<file path="src/rtl/mipi_dphy_pkg.sv">
// Shared MIPI D-PHY transmit definitions: HS lane state encoding, sync byte,
// and the counter widths used by the lane serializer.
package mipi_dphy_pkg;

  localparam int unsigned BYTE_W  = 8;
  localparam int unsigned PAIR_W  = 2;
  localparam int unsigned TRAIL_W = 4;

  // HS sync sequence, sent LSB first ahead of the payload.
  localparam logic [BYTE_W-1:0] SYNC_BYTE = 8'hB8;

  // Pair index of the last bit pair in a byte; also the byte-accept slot.
  localparam logic [PAIR_W-1:0] LAST_PAIR = 2'd3;

  typedef enum logic [1:0] {
    IDLE  = 2'd0,
    SYNC  = 2'd1,
    DATA  = 2'd2,
    TRAIL = 2'd3
  } hs_state_e;

endpackage

</file>
<file path="src/rtl/hs_lane_serializer.sv">
// HS lane serializer: turns a byte stream into bit pairs for a DDR output
// stage. Sends the sync byte, streams payload bytes back-to-back, then holds
// the inverted last bit for TRAIL_CYCLES cycles before returning to idle.
//
// Ports:
//   TX_DDR_clk   DDR transmit clock (single clock of the block)
//   TX_rst_n     asynchronous active-low reset
//   TxRequestHS  HS transmission request
//   TxByteHS     payload byte, LSB first
//   TxValidHS    TxByteHS is valid
//   TxReadyHS    byte accept strobe (transfer on valid & ready at rising edge)
//   Serial_B1    even-index bit for the rising-edge DDR register
//   Serial_B2    odd-index bit for the falling-edge DDR register
//   Enable       downstream driver enable
//   Busy         high whenever not idle
module hs_lane_serializer
  import mipi_dphy_pkg::*;
#(
  parameter int unsigned TRAIL_CYCLES = 4
) (
  input  logic              TX_DDR_clk,
  input  logic              TX_rst_n,
  input  logic              TxRequestHS,
  input  logic [BYTE_W-1:0] TxByteHS,
  input  logic              TxValidHS,
  output logic              TxReadyHS,
  output logic              Serial_B1,
  output logic              Serial_B2,
  output logic              Enable,
  output logic              Busy
);

  hs_state_e           state_q, state_d;
  logic [PAIR_W-1:0]   pair_q, pair_d;
  logic [BYTE_W-1:0]   shreg_q, shreg_d;
  logic [TRAIL_W-1:0]  trail_q, trail_d;
  logic                ready_d, b1_d, b2_d, en_d, busy_d;
  logic                transfer_c;

  // State, counters and all outputs registered together.
  always_ff @(posedge TX_DDR_clk or negedge TX_rst_n) begin
    if (!TX_rst_n) begin
      state_q   <= IDLE;
      pair_q    <= '0;
      shreg_q   <= '0;
      trail_q   <= '0;
      TxReadyHS <= 1'b0;
      Serial_B1 <= 1'b0;
      Serial_B2 <= 1'b0;
      Enable    <= 1'b0;
      Busy      <= 1'b0;
    end else begin
      state_q   <= state_d;
      pair_q    <= pair_d;
      shreg_q   <= shreg_d;
      trail_q   <= trail_d;
      TxReadyHS <= ready_d;
      Serial_B1 <= b1_d;
      Serial_B2 <= b2_d;
      Enable    <= en_d;
      Busy      <= busy_d;
    end
  end

  // Next state and next output values.
  always_comb begin
    state_d    = state_q;
    pair_d     = pair_q;
    shreg_d    = shreg_q;
    trail_d    = trail_q;
    b1_d       = 1'b0;
    b2_d       = 1'b0;
    transfer_c = TxValidHS && TxReadyHS;

    unique case (state_q)
      IDLE: begin
        if (TxRequestHS) begin
          state_d = SYNC;
          pair_d  = '0;
          b1_d    = SYNC_BYTE[0];
          b2_d    = SYNC_BYTE[1];
          shreg_d = SYNC_BYTE >> 2;
        end
      end

      SYNC, DATA: begin
        if (pair_q == LAST_PAIR) begin
          if (transfer_c) begin
            // Load the next byte so its first pair follows with no gap.
            state_d = DATA;
            pair_d  = '0;
            b1_d    = TxByteHS[0];
            b2_d    = TxByteHS[1];
            shreg_d = TxByteHS >> 2;
          end else begin
            // Trail level is the inverse of the final transmitted bit.
            state_d = TRAIL;
            trail_d = TRAIL_W'(TRAIL_CYCLES - 1);
            b1_d    = ~Serial_B2;
            b2_d    = ~Serial_B2;
          end
        end else begin
          pair_d  = pair_q + PAIR_W'(1);
          b1_d    = shreg_q[0];
          b2_d    = shreg_q[1];
          shreg_d = shreg_q >> 2;
        end
      end

      TRAIL: begin
        // Request is ignored here; idle is always visited before a new sync.
        if (trail_q == '0) begin
          state_d = IDLE;
        end else begin
          trail_d = trail_q - TRAIL_W'(1);
          b1_d    = Serial_B1;
          b2_d    = Serial_B2;
        end
      end

      default: state_d = IDLE;
    endcase

    en_d    = (state_d != IDLE);
    busy_d  = (state_d != IDLE);
    // Ready covers the last pair of a byte only; it never looks at valid.
    ready_d = ((state_d == SYNC) || (state_d == DATA)) &&
              (pair_d == LAST_PAIR) && TxRequestHS;
  end

endmodule

</file>
<file path="config.mk">
export PLATFORM = sky130hd
export DESIGN_NAME = hs_lane_serializer
export DESIGN_NICKNAME = d
export VERILOG_FILES = /design/src/rtl/mipi_dphy_pkg.sv /design/src/rtl/hs_lane_serializer.sv
export SDC_FILE = /design/constraint.sdc
export NUM_CORES = 1
export LEC_CHECK = 0
export CORE_MARGIN = 5
export CORE_UTILIZATION = 50
export CTS_BUF_LIST = sky130_fd_sc_hd__clkbuf_8
export DETAILED_ROUTE_END_ITERATION = 10
export DONT_BUFFER_PORTS = 1
export PLACE_DENSITY = 0.65
export RECOVER_POWER = 100
export SLEW_MARGIN = 20
export SYNTH_ARGS = -nofsm -noshare
export SYNTH_HDL_FRONTEND = slang
export SYNTH_SLANG_ARGS = --single-unit
export TNS_END_PERCENT = 1
</file>
<file path="constraint.sdc">
create_clock -name TX_DDR_clk -period 2.01 [get_ports TX_DDR_clk]
set_input_delay 0.201 -clock TX_DDR_clk [delete_from_list [all_inputs] [get_ports TX_DDR_clk]]
set_output_delay 0.201 -clock TX_DDR_clk [all_outputs]
set_load 0.005 [all_outputs]
</file>
==> key figures <==
Run status
  – Outcome: finished clean

Synthesis
  – Post-Syn Area per Cell: between 9 and 10 um2
  – Post-synth EDFFs: 0
  – Post-synth top cells: 18 x dfrtp_1, 11 x inv_1, 10 x o21ai_0
  – Synthesized instance count: around 110
  – Leading area contributor after synthesis: dfrtp_1
  – Post-synth top area share: between 40% and 50%
  – FFs w/ async S/R, synth: 100%
  – Synthesized cell area: roughly 1100 um2
  – Synth cell types: 40
  – Net Count, Synth: between 100 and 150
  – Ys Warns: 0
  – Count leader, synth: dfrtp_1
  – Number of synthesized register bits: 18
  – Ranking of synthesized cells by area: dfrtp_1 42%, ha_1 8.2%, o21ai_0 4.7%
  – Sequential share of the synthesized area: about 42%
  – Ys flop type: dfrtp_1

Clocking
  – Clk sinks: 18
  – Clk Latency, worst-skew pair: 260 ps
  – Num CTS Buffers: 3
  – CTS tree: yes
  – H-tree level count: 1
  – Post-CTS Setup Bufs: 0
  – Max clock buf depth: 2
  – Clk slew on worst S/H paths: 80 ps
  – Root buffer selected by CTS: clkbuf_8

Global routing
  – GRT overflow: 0
  – Largest net degree at the start of global routing: 19
  – Global-route wire length before repair: roughly 3600 um
  – GRT Util Overall: around 14%
  – Initial antenna violation count: 0
  – Number of global-route vias before repair: ~850

Setup path
  – Crit Path Max Fanout: 6
  – Crit path kind: flop to flop
  – Startpoint Class: flop
  – Worst EP required: approximately 2200 ps
  – Worst EP arrival: approximately 2000 ps
  – CP Capture Type: flop
  – Worst reg-to-reg path cell count: 9

Worst hold path
  – Tightest Hold Check Type: input port to flop
  – Hold Path Depth: 2

Routing
  – Vias: ~820
  – Vias/cell: 5.71
  – Antenna-violating nets left: 0
  – DRT iter0 DRCs: 12
  – Detailed Route WL: 2130 um
  – # DRC: 0
  – DR WL/cell: roughly 15 um
  – Drt first pass iters: 4

STA
  – Fmax achieved: around 0.53 GHz
  – Final setup violation count: 0
  – Final min period: between 1500 and 2000 ps
  – Final hold vios: 0
  – Tcrit/Tclk final: around 93%
  – Post-Route Skew: ~6.8 ps
  – Worst slew margin: 45.3%
  – Slew @ Worst Pin: slightly above 800 ps
  – Final WS setup: 135 ps
  – Slew Limit Fails: 0
  – Hold WS: ~55 ps
  – Setup TNS: 0 ps
  – Unrepaired setup endpoints after global routing: false

Layout
  – Reg area: 450 um2
  – Ant diodes: 0
  – Layout area overhead: 10.4%
  – Multi-input logic area: around 550 um2
  – Fillcell total: ~180
  – Finished Layout Cells: approximately 140
  – Share of post-route cells with drive strength above 1: approximately 15%
  – Final nets: roughly 140

Die
  – IO Pins: 17
  – Initial Utilization: 53.2%
  – Placeable Area: roughly 2000 um2
  – Die X: 56.2 um
  – Die area: approximately 3200 um2
  – Die Y: roughly 56 um
  – Num rows: 16

Job
  – Max Cap Viol: 0

Place
  – Dpl hpwl: approximately 1600 um
  – Port bufs: 0
  – GPL Wtd Cong: slightly below 0.9
  – Post-place setup slack: 157 ps
  – Dpl cells: 138

Pwr
  – Power density over the cells: roughly 1700 nW/um2
  – VDD IR max: about 0.75 mV
  – Overall power: roughly 2000 uW
  – P_leak: between 0.0005 and 0.0006 uW
-- state kept, by name, indices dropped and copies added (netlist names) --
register   count
shreg_q        6
trail_q        4
pair_q         2
state_q        2
Busy           1
Serial_B1      1
Serial_B2      1
TxReadyHS      1
-- worst paths after layout --
path | from | end | slack (ps)
max | state_q[0]$_DFF_PN0_ | TxReadyHS$_DFF_PN0_ | 140
min | TxRequestHS | TxReadyHS$_DFF_PN0_ | 50
max reg2reg | state_q[0]$_DFF_PN0_ | TxReadyHS$_DFF_PN0_ | 140
min reg2reg | Serial_B1$_DFFE_PN0P_ | Serial_B1$_DFFE_PN0P_ | 510
max in group asynchronous | TX_rst_n | shreg_q[4]$_DFFE_PN0P_ | 1020
min in group asynchronous | TX_rst_n | Busy$_DFF_PN0_ | 480
-- per-layer routing --
layer,global-route usage (%),share of wire (%),up-vias,wire length [um]
li1,-,-,403,-
met1,17.6,49,392,1040
met2,23.9,45,20,965
met3,3.94,5.4,2,115
met4,5.76,0.75,0,16
met5,0,0,-,0
-- worst max-delay path, stage by stage, from the launching register on --
cell and delay, ps:
dfrtp_1 400, inv_1 60, ha_1 360, inv_1 110, o21ai_0 90, a22oi_1 100
o21a_1 180, ha_1 260, nand2_1 50, a211oi_1 180
-- cell usage in the layout, fill, tap and decap left out, types with 2 or more instances in the layout --
cell	count
ha_1	7
buf_4	4
a21oi_1	3
dfrtp_1	18
a211oi_1	2
clkbuf_8	4
o21ai_0	11
nand2b_1	2
nor2_1	9
a31oi_1	5
inv_1	11
nand2_1	8
mux2i_1	4
-- per-stage QoR --
step	util, %	area, um2
after floorplan	-	1070
after global placement	55.3	1110
final	58.8	1180
after CTS	58.5	1170
after global routing	58.8	1180
after detailed placement	55.3	1110
-- cell families (layout without fill, tap and decap cells) --
kind of cell / after synthesis / after routing / share of synthesized area (%)
AOI/OAI and AO/OA: 33 / 33 / 21.9
and+or+nand+nor: 32 / 32 / 16.0
DFF: 18 / 18 / 42.3
buffers and inverters: 16 / 21 / 6.81
adders and majority gates: 7 / 7 / 8.22
muxes: 5 / 5 / 4.81
-- timing repair --
| item | CTS | global route |
|---|---|---|
| resized for setup | 0 | 2 |
| hold endpoints to repair | 18 | 0 |
| hold buffers | 1 | 0 |
| endpoints found under the setup margin | 0 | 1 |
-- area by class of cell --
class / instances / area share, %
Clock buffer: 4 / 4.68
Inverter: 11 / 3.51
Multi-Input combinational cell: 77 / 47.0
Sequential cell: 18 / 38.3
Tap cell: 27 / 2.87
Timing Repair Buffer: 6 / 3.72
-- power by group --
group / internal (uW) / switching [uW]
clock network: 174 / 128
registers: 524 / 138
logic: 441 / 570
Note: power is estimated with default switching activity, not from simulation.
